`config.mk`:
```
export PLATFORM = sky130hd
export DESIGN_NAME = ex_hazard_ctrl
export DESIGN_NICKNAME = d
export VERILOG_FILES = /design/src/rtl/ex_hazard_ctrl.sv
export SDC_FILE = /design/constraint.sdc
export NUM_CORES = 1
export LEC_CHECK = 0
export CAP_MARGIN = 10
export CORE_MARGIN = 2
export CORE_UTILIZATION = 33
export DETAILED_ROUTE_END_ITERATION = 10
export PLACE_DENSITY = 0.79
export SETUP_SLACK_MARGIN = 0.1
export SYNTH_ARGS = -nofsm -noshare
export SYNTH_HDL_FRONTEND = slang
export SYNTH_SLANG_ARGS = --single-unit
```
`constraint.sdc`:
```
create_clock -name clock -period 1.4 [get_ports clock]
set_input_delay 0.35 -clock clock [delete_from_list [all_inputs] [get_ports clock]]
set_output_delay 0.35 -clock clock [all_outputs]
set_load 0.05 [all_outputs]
```
`src/rtl/ex_hazard_ctrl.sv`:
```
// Hazard/forwarding controller for the 16-bit pipelined EX stage: operand forwarding,
// load-use stall sequencing and taken-branch flush. Define EX_HAZARD_PERF_EN to add stall/flush counters.
module ex_hazard_ctrl #(
    parameter int REG_BITS     = 3,
    parameter int LOAD_LATENCY = 1
) (
    input  logic                clock,
    input  logic                reset_n,
    input  logic [REG_BITS-1:0] id_rs,
    input  logic [REG_BITS-1:0] id_rt,
    input  logic                id_uses_rs,
    input  logic                id_uses_rt,
    input  logic [REG_BITS-1:0] ex_rs,
    input  logic [REG_BITS-1:0] ex_rt,
    input  logic [REG_BITS-1:0] ex_rd,
    input  logic                ex_memread,
    input  logic [REG_BITS-1:0] mem_rd,
    input  logic                mem_regwrite,
    input  logic [REG_BITS-1:0] wb_rd,
    input  logic                wb_regwrite,
    input  logic                branch_taken,
    output logic [1:0]          forward_a,
    output logic [1:0]          forward_b,
    output logic                pc_write,
    output logic                ifid_write,
    output logic                idex_bubble,
    output logic                flush_ifid,
    output logic                flush_idex,
    output logic                flush_exmem,
    output logic                stalled
`ifdef EX_HAZARD_PERF_EN
    ,
    output logic [15:0]         stall_cycles,
    output logic [15:0]         flush_events
`endif
);

    typedef enum logic {RUN = 1'b0, STALL = 1'b1} state_t;

    // The first stall cycle is spent in RUN, so the counter covers the remaining ones minus one.
    localparam logic [2:0] STALL_LOAD = (LOAD_LATENCY > 1) ? 3'(LOAD_LATENCY - 2) : 3'd0;

    state_t     stateReg;
    logic [2:0] cntReg;
    logic       loadUse;

    logic [1:0][REG_BITS-1:0] exSrc;
    logic [1:0][1:0]          fwdSel;

    assign exSrc[0] = ex_rs;
    assign exSrc[1] = ex_rt;

    // MEM result is younger than WB, so it wins; r0 is hard-wired zero and never forwarded.
    genvar gi;
    generate
        for (gi = 0; gi < 2; gi++) begin : g_fwd
            assign fwdSel[gi] =
                (!reset_n)                                                        ? 2'b00 :
                (mem_regwrite && (mem_rd != '0) && (mem_rd == exSrc[gi]))         ? 2'b10 :
                (wb_regwrite  && (wb_rd  != '0) && (wb_rd  == exSrc[gi]))         ? 2'b01 :
                                                                                    2'b00;
        end
    endgenerate

    assign forward_a = fwdSel[0];
    assign forward_b = fwdSel[1];

    assign loadUse = ex_memread && (ex_rd != '0) &&
                     ((id_uses_rs && (ex_rd == id_rs)) || (id_uses_rt && (ex_rd == id_rt)));

    always_comb begin
        pc_write    = 1'b1;
        ifid_write  = 1'b1;
        idex_bubble = 1'b0;
        flush_ifid  = 1'b0;
        flush_idex  = 1'b0;
        flush_exmem = 1'b0;
        if (reset_n) begin
            if (branch_taken) begin
                flush_ifid  = 1'b1;
                flush_idex  = 1'b1;
                flush_exmem = 1'b1;
            end else if ((stateReg == STALL) || loadUse) begin
                pc_write    = 1'b0;
                ifid_write  = 1'b0;
                idex_bubble = 1'b1;
            end
        end
    end

    assign stalled = (stateReg == STALL);

    // Once stalling, the hazard is not re-checked: the load has moved on and only the count matters.
    always_ff @(posedge clock or negedge reset_n) begin
        if (!reset_n) begin
            stateReg <= RUN;
            cntReg   <= 3'd0;
        end else if (branch_taken) begin
            stateReg <= RUN;
            cntReg   <= 3'd0;
        end else begin
            case (stateReg)
                RUN: begin
                    if (loadUse && (LOAD_LATENCY > 1)) begin
                        stateReg <= STALL;
                        cntReg   <= STALL_LOAD;
                    end
                end
                STALL: begin
                    if (cntReg == 3'd0) begin
                        stateReg <= RUN;
                    end else begin
                        cntReg <= cntReg - 3'd1;
                    end
                end
                default: begin
                    stateReg <= RUN;
                    cntReg   <= 3'd0;
                end
            endcase
        end
    end

`ifdef EX_HAZARD_PERF_EN
    always_ff @(posedge clock or negedge reset_n) begin
        if (!reset_n) begin
            stall_cycles <= 16'h0000;
            flush_events <= 16'h0000;
        end else begin
            if (!pc_write && (stall_cycles != 16'hFFFF)) begin
                stall_cycles <= stall_cycles + 16'h0001;
            end
            if (branch_taken && (flush_events != 16'hFFFF)) begin
                flush_events <= flush_events + 16'h0001;
            end
        end
    end
`endif

endmodule

```
==> impl_results.md <==
- Drt first pass iters: 4
- GR Util met3: 0.0612
- Post-DRT Antenna Nets: 0
- Outcome: finished, violations left
- Worst r2r src: cntReg[1]
- Critical path's slowest cell: o311a_1
- Final hold violation count: 0
- Xor-xnor portion of the synthesized cell area: 0.280
- Post-synthesis adder-cell area fraction: 0.0471
- Worst R2R Path Depth: 6
- Placement Setup Slack: -664 ps
- Reg-to-reg slack, setup: about 90 ps
- Top-level I/O count: 40
- Largest net degree at the start of global routing: 6
- Pwr Density: between 400 and 500 mW/mm2
- Worst Tran Pin Value: about 260 ps
- Most common cell after layout, fill and taps aside: buf_4
- Number of global-route vias before repair: 691
- Worst Setup End Kind: output pin
- Crit-path max cell delay: 220 ps
- Final slew viol count: 0
- CP startpoint kind: input port
- CTS Buf Count: 3
- Routed wire per std cell: 17.2 um
- CTS tree: yes
- Final setup skew: roughly 18 ps
- Final wirelength: 2.37 mm
- Setup Crit Path Kind: input port to output pin
- Layout area overhead: 148%
- Critical path required time: 1050 ps
- Worst flop-to-flop path endpoint: cntReg[1]
- Placeable Area: 0.00151 mm2
- Horiz. Die Dim: 44.1 um
- Hold WC Path Type: input port to asynchronous set/reset pin
- Clk_lat worst skew: 260 ps
- Failing checks: negative setup slack
- Avg Inst Size Synth: 8.44 um2
- Largest fanout on the critical path: 2
- Hold Slack: between 50 and 60 ps
- Max-cap violations: 0
- Sink count of the clock tree: 4
- Post-route worst setup slack: -248 ps
- Most frequent cells in the layout: buf_4, buf_12, xnor2_1, buf_6, buf_2
- # fillers: just under 70
- Net Count, Synth: between 90 and 100
- Die area: 0.00195 mm2
- RSZ-0062 raised after global routing: true
- Synth cell types: 26
- P_leak: 0.595 nW
- Number of synthesized flops with an enable pin: 0
- Placed wire-length estimate: approximately 1.5 mm
- Htree depth: 1
- IR drop worst, VDD: ~0.58 mV
- Rows: 14
- GR Layer Usage met2: 0.403
- GRT busiest layer: met2
- Crit path time final: 1650 ps
- Overall global routing resource usage: 0.222
- Slew margin rel.: 0.829
- Asr flop ratio synth: 1.00
- Clock Pin Slew Worst Setup and Hold Paths: 50 ps
- Root buffer cell: clkbuf_4
- Period utilisation layout: 1.18
- Register area share after synthesis: 0.188
- Mux share of post-synthesis cell area: 0
- Initial antenna violation count: 0
- Gpl congestion: 0.829
- Vias: 738
- Antenna Cells: 0
- Nets: 154
- Yosys reg bits: 4
- Share of cells above drive strength 1: 0.672
- Die Ht: 44.1 um
- Critical Path, Cell by Cell: dlygate4sd2_1 > o311a_1 > nand4_1 > a21oi_4 > buf_12
- Largest family of logic cells by synthesized area: XOR/XNOR gates
- First-pass GRT wire length: 3.02 mm
- Netlist Area Pre-Place: between 500 and 600 um2
- Mapped Cells: 63
- Longest Clk Path Bufs: 2
- Fmax: 607 MHz
- Starting Density: 0.353
- Hold Buf Count CTS: 0
- Via-to-Cell Ratio: 5.35
- Critical Path AT: 1300 ps
- Warnings from Yosys: 0
- Final setup violation count: 7
- # DRC: 0
- PortBufs: 39
- Grt ovf: 0
- Total negative slack: -1530 ps
- Primary FF master, synth: dfrtp_1
- Initial drt markers: 9
- Compound-Gate Fraction of Synth Area: 0.160
- Met1 GRT Util: 0.224
- Simple-gate share of the synthesized area: 0.268
## how the worst max path moves through the flow
| stage | start | endpoint | slack [ps] | cells past startpoint |
|---|---|---|---|---|
| floorplan | stalled | pc_write | -440 | 3 |
| global placement | ex_rt[2] | forward_b[1] | -640 | 5 |
| detailed placement | ex_rd[1] | pc_write | -660 | 5 |
| CTS | ex_rd[2] | pc_write | -280 | 5 |
| global route | stalled | ifid_write | -280 | 3 |
| finish | wb_regwrite | forward_b[0] | -250 | 5 |
## final cells by class
| type | instances | area (um2) | area share |
|---|---|---|---|
| Sequential cell | 4 | 101 | 0.0768 |
| Clock buffer | 4 | 26.3 | 0.0199 |
| Timing Repair Buffer | 58 | 631 | 0.478 |
| Multi-Input combinational cell | 54 | 534 | 0.405 |
| Tap cell | 16 | 20.0 | 0.0152 |
| Inverter | 2 | 7.51 | 0.00569 |
## power by group
part / internal (mW) / total, mW / switching (mW)
clock: 0.108 / 0.174 / 0.0657
sequential: 0.116 / 0.116 / 0.000000000000000190
combinational: 0.169 / 0.309 / 0.139
## metal layers
| layer | up-vias | wire [um] |
|---|---|---|
| li1 | 337 | - |
| met2 | 47 | 1220 |
| met5 | - | 0 |
| met1 | 341 | 880 |
| met4 | 0 | 111 |
| met3 | 13 | 160 |
## critical path: cells and delay by family
family	cells	cell delay, ps
AND/OR/NAND/NOR	1	190
buffers and inverters	2	350
AO/OA/AOI/OAI	2	400
## flip-flops by register name, indices dropped and copies added (netlist names)
| name | cells |
|---|---|
| cntReg | 3 |
| stalled | 1 |
## cells by family after synthesis
| logic type | count (synthesis) |
|---|---|
| flip-flops | 4 |
| AND/OR/NAND/NOR | 24 |
| adder cells (fa/ha/maj) | 2 |
| XOR/XNOR | 17 |
| buffers and inverters | 5 |
| AO/OA/AOI/OAI | 11 |
## Yosys cell counts (2+ instances only)
cell type	n	area (um2)
and3_1	2	12.5
buf_4	3	22.5
a21oi_1	3	15.0
xor2_1	4	35.0
ha_1	2	25.0
nor3_1	2	10.0
a211oi_2	2	25.0
xnor2_1	13	114
nor2_1	4	15.0
o21ai_1	2	10.0
nand4_1	4	25.0
dfrtp_1	4	100
nand2_1	5	18.8
## per-stage QoR
| stage | utilization | power (mW) | cell area [um2] | instances |
|---|---|---|---|---|
| global route | 0.876 | 0.627 | 1320 | 138 |
| finish | 0.876 | 0.598 | 1320 | 138 |
| global placement | 0.781 | 0.388 | 1180 | 128 |
| detailed placement | 0.781 | 0.395 | 1180 | 128 |
| CTS | 0.846 | 0.582 | 1270 | 135 |
| floorplan | - | 0.219 | 584 | 63 |
## repair_timing
item / CTS / global route
endpoints found under the setup margin: 12 / 12
pin swaps: 27 / 16
gates resized for setup: 116 / 18
buffers inserted: 3 / 3
Power figures use the tool's default switching activity.
